File: src/rtl/hazard_pkg.sv
// Shared types for the pipeline hazard controller and the IF stage.
// Holds the controller state encoding and the common 32-bit fetch address type.
package hazard_pkg;

    localparam int REG_W_DEF = 4;
    localparam int ADDR_W    = 32;

    typedef logic [ADDR_W-1:0] addr_t;

    typedef enum logic [1:0] {
        RUN     = 2'd0,
        FLUSH   = 2'd1,
        MEMWAIT = 2'd2
    } state_t;

endpackage

File: src/rtl/sat_counter.sv
// Saturating event counter used for the stall and flush statistics.
// Once it reaches all-ones it sticks there instead of wrapping.
module sat_counter #(
    parameter int CNT_W = 32
) (
    input  logic             clk,
    input  logic             rst,
    input  logic             inc,
    output logic [CNT_W-1:0] count
);

    always_ff @(posedge clk or negedge rst) begin
        if (!rst) begin
            count <= '0;
        end else if (inc && (count != '1)) begin
            count <= count + 1'b1;
        end
    end

endmodule

File: src/rtl/hazard_ctrl.sv
// Front-end pipeline control: freezes IF and IF/ID on data hazards and memory
// waits, and flushes IF/ID on taken branches resolved in EXE.
module hazard_ctrl
    import hazard_pkg::*;
#(
    parameter int REG_W       = REG_W_DEF,
    parameter int FLUSH_EXTRA = 0,
    parameter int CNT_W       = 32
) (
    input  logic             clk,
    input  logic             rst,
    input  logic             forwardEn,
    input  logic             useSrc1,
    input  logic             twoSrc,
    input  logic [REG_W-1:0] src1,
    input  logic [REG_W-1:0] src2,
    input  logic [REG_W-1:0] exeDest,
    input  logic             exeWbEn,
    input  logic             exeMemRen,
    input  logic [REG_W-1:0] memDest,
    input  logic             memWbEn,
    input  logic             memBusy,
    input  logic             exeBranch,
    input  addr_t            exeBranchAddr,
    output logic             freeze,
    output logic             flush,
    output logic             branchTaken,
    output addr_t            branchAddr,
    output logic [CNT_W-1:0] stallCount,
    output logic [CNT_W-1:0] flushCount,
    output state_t           dbgState
);

    localparam logic [2:0] FLUSH_LOAD = 3'(FLUSH_EXTRA);

    state_t     state, state_nx;
    logic [2:0] fcnt, fcnt_nx;
    logic       hit1_exe, hit2_exe, hit1_mem, hit2_mem;
    logic       hazard;

    assign hit1_exe = useSrc1 && (src1 == exeDest);
    assign hit2_exe = twoSrc  && (src2 == exeDest);
    assign hit1_mem = useSrc1 && (src1 == memDest);
    assign hit2_mem = twoSrc  && (src2 == memDest);

    // With forwarding only a load in EXE cannot be bypassed in time.
    always_comb begin
        if (forwardEn) begin
            hazard = exeMemRen && exeWbEn && (hit1_exe || hit2_exe);
        end else begin
            hazard = (exeWbEn && (hit1_exe || hit2_exe)) ||
                     (memWbEn && (hit1_mem || hit2_mem));
        end
    end

    always_ff @(posedge clk or negedge rst) begin
        if (!rst) begin
            state <= RUN;
            fcnt  <= '0;
        end else begin
            state <= state_nx;
            fcnt  <= fcnt_nx;
        end
    end

    always_comb begin
        state_nx    = state;
        fcnt_nx     = fcnt;
        freeze      = 1'b0;
        flush       = 1'b0;
        branchTaken = 1'b0;
        branchAddr  = '0;
        case (state)
            // MEMWAIT behaves like RUN once memory is ready again.
            RUN, MEMWAIT: begin
                if (memBusy) begin
                    freeze   = 1'b1;
                    state_nx = MEMWAIT;
                end else if (exeBranch) begin
                    branchTaken = 1'b1;
                    branchAddr  = exeBranchAddr;
                    flush       = 1'b1;
                    if (FLUSH_EXTRA > 0) begin
                        state_nx = FLUSH;
                        fcnt_nx  = FLUSH_LOAD;
                    end else begin
                        state_nx = RUN;
                    end
                end else begin
                    freeze   = hazard;
                    state_nx = RUN;
                end
            end
            FLUSH: begin
                if (memBusy) begin
                    freeze = 1'b1;
                end else begin
                    flush = 1'b1;
                    if (fcnt <= 3'd1) begin
                        state_nx = RUN;
                        fcnt_nx  = '0;
                    end else begin
                        fcnt_nx = fcnt - 3'd1;
                    end
                end
            end
            default: begin
                state_nx = RUN;
                fcnt_nx  = '0;
            end
        endcase
        // Outputs are forced quiet while reset is asserted.
        if (!rst) begin
            freeze      = 1'b0;
            flush       = 1'b0;
            branchTaken = 1'b0;
            branchAddr  = '0;
        end
    end

    assign dbgState = state;

    sat_counter #(.CNT_W(CNT_W)) u_stall_cnt (
        .clk   (clk),
        .rst   (rst),
        .inc   (freeze),
        .count (stallCount)
    );

    sat_counter #(.CNT_W(CNT_W)) u_flush_cnt (
        .clk   (clk),
        .rst   (rst),
        .inc   (branchTaken),
        .count (flushCount)
    );

endmodule

File: config.mk
export PLATFORM = sky130hd
export DESIGN_NAME = hazard_ctrl
export DESIGN_NICKNAME = d
export VERILOG_FILES = /design/src/rtl/hazard_pkg.sv /design/src/rtl/sat_counter.sv /design/src/rtl/hazard_ctrl.sv
export SDC_FILE = /design/constraint.sdc
export NUM_CORES = 1
export LEC_CHECK = 0
export CORE_MARGIN = 2
export CORE_UTILIZATION = 46
export CTS_CLUSTER_DIAMETER = 30
export CTS_CLUSTER_SIZE = 12
export DETAILED_ROUTE_END_ITERATION = 7
export PLACE_DENSITY = 0.95
export SLEW_MARGIN = 10
export SYNTH_ARGS = -nofsm -noshare
export SYNTH_HDL_FRONTEND = slang
export SYNTH_HIERARCHICAL = 1
export SYNTH_SLANG_ARGS = --single-unit
File: constraint.sdc
create_clock -name clk -period 3.26 [get_ports clk]
set_input_delay 0.815 -clock clk [delete_from_list [all_inputs] [get_ports clk]]
set_output_delay 0.815 -clock clk [all_outputs]
set_load 0.01 [all_outputs]
* Word level (Yosys, flattened, before mapping)
Index checks and enable logic that the tools add are counted.
Operators by class: add/sub/neg operators 3, $lt $le $gt $ge 1, equality and inequality tests 10, multiplexer cells 24, bitwise gates (word level) 1, reductions and logical operators 17
Operators by type and width (count):
- $mux W32 | 4
- $add A32 B1 Y32 const B | 2
- $ne A32 B32 Y1 const B | 2
- $eq A4 B4 Y1 | 4
- $mux W1 | 11
- $logic_and A1 B1 Y1 | 10
- $mux W2 | 3
- $mux W3 | 2
- $pmux W3 S2 | 1
- $ne A2 B2 Y1 const B | 2
- $pmux W1 S2 | 2
- $pmux W2 S2 | 1
- $reduce_and A2 Y1 | 2
- $le A3 B1 Y1 const B | 1
- $logic_or A1 B1 Y1 | 3
- $sub A3 B1 Y3 const B | 1
- $eq A2 B1 Y1 const B | 1
- $eq A2 B2 Y1 const B | 1
- $logic_not A2 Y1 | 1
- $reduce_or A2 Y1 | 1
- $not A1 Y1 | 1
Storage, ports and cells: flip-flop bits (word level) 69, output and inout bits 101

* Logic depth before layout (Yosys ltp)
depth after elaboration 11, mapped depth 11, depth with buffers taken out 10

* By module
Netlist, hierarchy kept.
By module, submodules not included:
- sat_counter | instances 2, cells each 151, area an instance 1624.1 um^2
- hazard_ctrl | instances 1, cells each 71, area an instance 488.0 um^2

* Worst setup path before layout
OpenSTA, ideal clock, no wires.
kind input -> register, start input port exeDest[1], end register u_stall_cnt.count[29], arrival 2.946 ns, required time 3.181 ns, slack 0.235 ns, cell stages on the path 10, path buffers 1, cell sequence xor2_1 nor4_1 a31oi_1 a31oi_1 and3_1 nor2b_1 clkbuf_1 nand4_1 nor4_2 xor2_1
On the way: cells in the longest elaborated chain, start to end 11
Ends and longest elaborated chain:
- start: declaration | RTL line hazard_ctrl.sv:17 | input logic [REG_W-1:0] exeDest,
- $eq A4 B4 Y1, on equally long branches | RTL line hazard_ctrl.sv:41, hazard_ctrl.sv:42
- $logic_and A1 B1 Y1, on equally long branches | RTL line hazard_ctrl.sv:41, hazard_ctrl.sv:42
- $logic_or A1 B1 Y1 * | RTL line hazard_ctrl.sv:49, hazard_ctrl.sv:51
- $logic_and A1 B1 Y1 | RTL line hazard_ctrl.sv:51 | hazard = (exeWbEn && (hit1_exe || hit2_exe)) ||
- $logic_or A1 B1 Y1 | RTL line hazard_ctrl.sv:51
- $mux W1 * | RTL line hazard_ctrl.sv:48 | if (forwardEn) begin
- $mux W1 * | RTL line hazard_ctrl.sv:79 | end else if (exeBranch) begin
- $mux W1 * | RTL line hazard_ctrl.sv:76 | if (memBusy) begin
- $pmux W1 S2 * | RTL line hazard_ctrl.sv:73 | case (state)
- $mux W1 * | RTL line hazard_ctrl.sv:113 | if (!rst) begin
- named net freeze | RTL line hazard_ctrl.sv:25 | output logic freeze,
- $logic_and A1 B1 Y1 * | RTL line sat_counter.sv:15 | end else if (inc && (count != '1)) begin
- end signal: assignment | RTL line sat_counter.sv:16 | count <= count + 1'b1;
- end: declaration | RTL line sat_counter.sv:9 | output logic [CNT_W-1:0] count
The timed path passes the listed nets; every way through them passes the cells marked *. A chain may end at the register's enable or synchronous reset.

* Worst setup path in the final report
start input port memBusy, end output port branchAddr[7]
On the way: cells in the longest elaborated chain, start to end 3
Ends and longest elaborated chain:
- start: declaration | RTL line hazard_ctrl.sv:22 | input logic memBusy,
- $mux W32 | RTL line hazard_ctrl.sv:76
- $mux W32 | RTL line hazard_ctrl.sv:73
- $mux W32 | RTL line hazard_ctrl.sv:113
- end: declaration | RTL line hazard_ctrl.sv:28 | output addr_t branchAddr,
Every way passes these cells.

==> summary.txt <==
STA
  – Slew @ Worst Pin: 0.745 ns
  – Rel. slew slack: 49.9%
  – Final setup skew: 0.00602 ns
  – Final hold vios: 0
  – Fin crit period: 3.21 ns
  – Slew Viols, Final: 0
  – Endpoints failing setup: 0
  – Period utilization: 98.4%
  – Min setup slack post-route: 0.0518 ns
  – Peak Freq: 312 MHz
  – Hold_ws: 0.504 ns

Clock tree
  – CTS Sinks: 65
  – Max clock buf depth: 2
  – CTS tree: built
  – CTS buffer count: 9
  – CTS root buffer: clkbuf_8
  – Clock Latency Late Sink: 0.33 ns
  – Clock Pin Slew Worst Setup and Hold Paths: 0.07 ns
  – H-tree levels: 3
  – Post-CTS Hold Buffers: 0

Placement
  – Routability cong.: 0.909
  – Pre-CTS WS: -0.301 ns
  – Placed Area: 5480 µm²
  – Count of buffers from port buffering: 157
  – Placed Instances: 636
  – Detail Placement HPWL: 8410 µm

Worst setup path
  – Crit path cell chain: clkdlybuf4s50_1 > inv_1 > and3_4 > buf_12 > and2_1 > clkdlybuf4s50_1
  – RR Startpoint: u_stall_cnt/count[4]
  – Worst Path Class, Setup: input port to output port
  – Worst path required time: 2.44 ns
  – Critical path fanouts, max: 18
  – Crit path top cell by count: clkdlybuf4s50_1
  – Crit-path slowest cell: clkdlybuf4s50_1
  – Top Family by Delay on Critical Path: buffers and inverters
  – Worst setup EP type: output port
  – CP Data Arrival Time: 2.39 ns
  – Worst Path Buf+Inv: 4
  – Crit path launch type: input port
  – Slowest stage delay, CP: 0.54 ns
  – Crit path launch: memBusy

Floorplanning
  – DIE HEIGHT: 94.1 µm
  – Ports: 159
  – Chip Width: 94.1 µm
  – Die area: 8860 µm²
  – Rows: 32
  – Initial Util: 47.9%
  – Core area: 7810 µm²

Route
  – Final WL: 11600 µm
  – Vias per cell: 5.65
  – Starting DRT DRC Count: 203
  – Via count: 3700
  – Post-route ant nets: 0
  – Mean routed wirelength per cell: 17.7 µm
  – 1st-pass router iterations: 7
  – DRC: 0

Global routing
  – First-pass GRT wire length: 18100 µm
  – GRT Total Usage: 26.1%
  – Initial antenna violation count: 0
  – Pin count of the biggest net entering global routing: 36
  – Vias in the first global route: 3698
  – Grt ovf: 0

Logic synthesis
  – Synth area leader: dfrtp_1
  – Cells after Synth: 373
  – Unique masters post-synth: 36
  – Net Count, Synth: 433
  – Netlist Area Pre-Place: 3740 µm²
  – Area contributors post-synth: dfrtp_1 44%, xnor2_1 12%, and2_1 5.4%
  – #FFs+latches synth: 65
  – Top-area cell type share of the netlist area: 43.5%
  – Syn. warnings: 6
  – Sequential share of the synthesized area: 43.5%
  – Synth Area per Inst: 10.0 µm²

Layout
  – Number of diodes: 0
  – Fill cells: 519
  – Finished Layout Cells: 655
  – Layout Nets: 608
  – Final core occ: 74.4%
  – Layout area overhead: 55.5%
  – Share of layout cells above drive strength 1: 11.2%
  – Final instance area: 5810 µm²

Power
  – Peak supply drop: 0.000337 V
  – Cell Pwr Density: 363 nW/µm²
  – Leak pwr: 0.00281 µW

Worst hold path
  – Hold path startpoint: u_flush_cnt/count[31]
  – Hold crit path type: flop to flop

Job
  – Max_cap viols: 0

Status
  – Status: finished, final reports clean
==> flip-flops by register name, indices dropped and copies added, names as in the netlist <==
register	flops
u_stall_cnt/count	32
u_flush_cnt/count	32
dbgState	1
==> final timing paths <==
kind	slack [ns]	end	cells after the start
worst max-delay path	0.05	branchAddr[7]	6
worst min-delay path	0.50	u_flush_cnt/count[31]	1
worst max register to register	0.68	u_stall_cnt/count[6]	5
worst min register to register	0.50	u_flush_cnt/count[31]	1
max in group asynchronous	2.38	u_stall_cnt/count[23]	2
min in group asynchronous	0.57	u_flush_cnt/count[20]	2
==> final cells by class <==
cell class	count	area (µm²)	share of cell area, %
Tap cell	102	128	2.20
Timing Repair Buffer	173	1790	30.7
Clock inverter	6	58.8	1.01
Multi-Input combinational cell	294	2060	35.5
Inverter	5	18.8	0.323
Clock buffer	10	128	2.20
Sequential cell	65	1630	28.0
==> cells in the final DEF (no fill, tap or decap), types with 5 or more instances in the layout <==
cell and n:
a31oi_1 5, and2_1 32, and4_1 8, buf_4 14, clkbuf_8 9, clkdlybuf4s50_1 124, dfrtp_1 65, dlymetal6s2s_1 30
inv_1 5, nand2_1 32, nand3_1 32, nand4_1 30, nor2_1 18, nor3_1 6, nor4_1 7, nor4_2 5
xnor2_1 52, xor2_1 22
==> stage by stage <==
stage                     total power [µW]  setup TNS, ns
final                                 2110              0
after global placement                1420         -0.573
after floorplan                       1140              0
after CTS                             2110              0
after detailed placement              1450          -2.44
after global routing                  2220         -0.243
==> Yosys cell counts <==
| library cell | n |
|---|---|
| o21ai_2 | 1 |
| nand2_2 | 2 |
| buf_2 | 1 |
| nor2b_1 | 3 |
| inv_1 | 5 |
| nor4_2 | 2 |
| buf_6 | 2 |
| nand4_2 | 2 |
| mux2_2 | 2 |
| nand2_1 | 32 |
| nor4_4 | 2 |
| buf_4 | 2 |
| o21ai_0 | 1 |
| nor2_1 | 18 |
| o31ai_4 | 2 |
| ha_1 | 2 |
| nand3_2 | 2 |
| xor2_1 | 22 |
| clkbuf_1 | 4 |
| nor4_1 | 10 |
| dfrtp_1 | 65 |
| and2_1 | 32 |
| and4_1 | 8 |
| and3_1 | 5 |
| nand3b_1 | 2 |
| nor3_1 | 6 |
| a21oi_1 | 4 |
| conb_1 | 1 |
| nor3_2 | 4 |
| o211ai_1 | 4 |
| xnor2_1 | 52 |
| nand3_1 | 32 |
| a31oi_1 | 5 |
| nand4_1 | 30 |
| or4_4 | 4 |
| mux2_1 | 2 |
==> repair_timing <==
item	4_1_cts	5_1_grt
pin swaps	0	4
cloned	0	1
endpoints found under the setup margin	2	34
gates resized for setup	3	38
endpoints found under the hold margin	0	0
setup buffers	0	2
==> cells by family (layout without fill, tap and decap cells) <==
family | Yosys count | in the layout | synth area share (%)
adders and majority gates | 2 | 2 | 0.670
xor gates and xnor gates | 74 | 74 | 17.3
muxes | 4 | 4 | 1.21
and+or+nand+nor | 196 | 196 | 31.4
AOI/OAI and AO/OA | 17 | 17 | 3.68
other | 1 | 1 | 0.100
buffers and inverters | 14 | 194 | 2.04
DFF | 65 | 65 | 43.5
==> layer usage <==
layer	global-route usage, %	wire length, µm	vias to the layer above
li1	-	-	1680
met1	30.6	4350	1777
met2	46.2	6020	210
met3	7.62	929	33
met4	7.61	262	0
met5	0	0	-
==> power by group <==
| group | internal, µW | switching, µW | total (µW) |
|---|---|---|---|
| clock network | 349 | 303 | 652 |
| registers | 869 | 106 | 975 |
| logic | 276 | 207 | 483 |
Note: power is estimated with default switching activity, not from simulation.
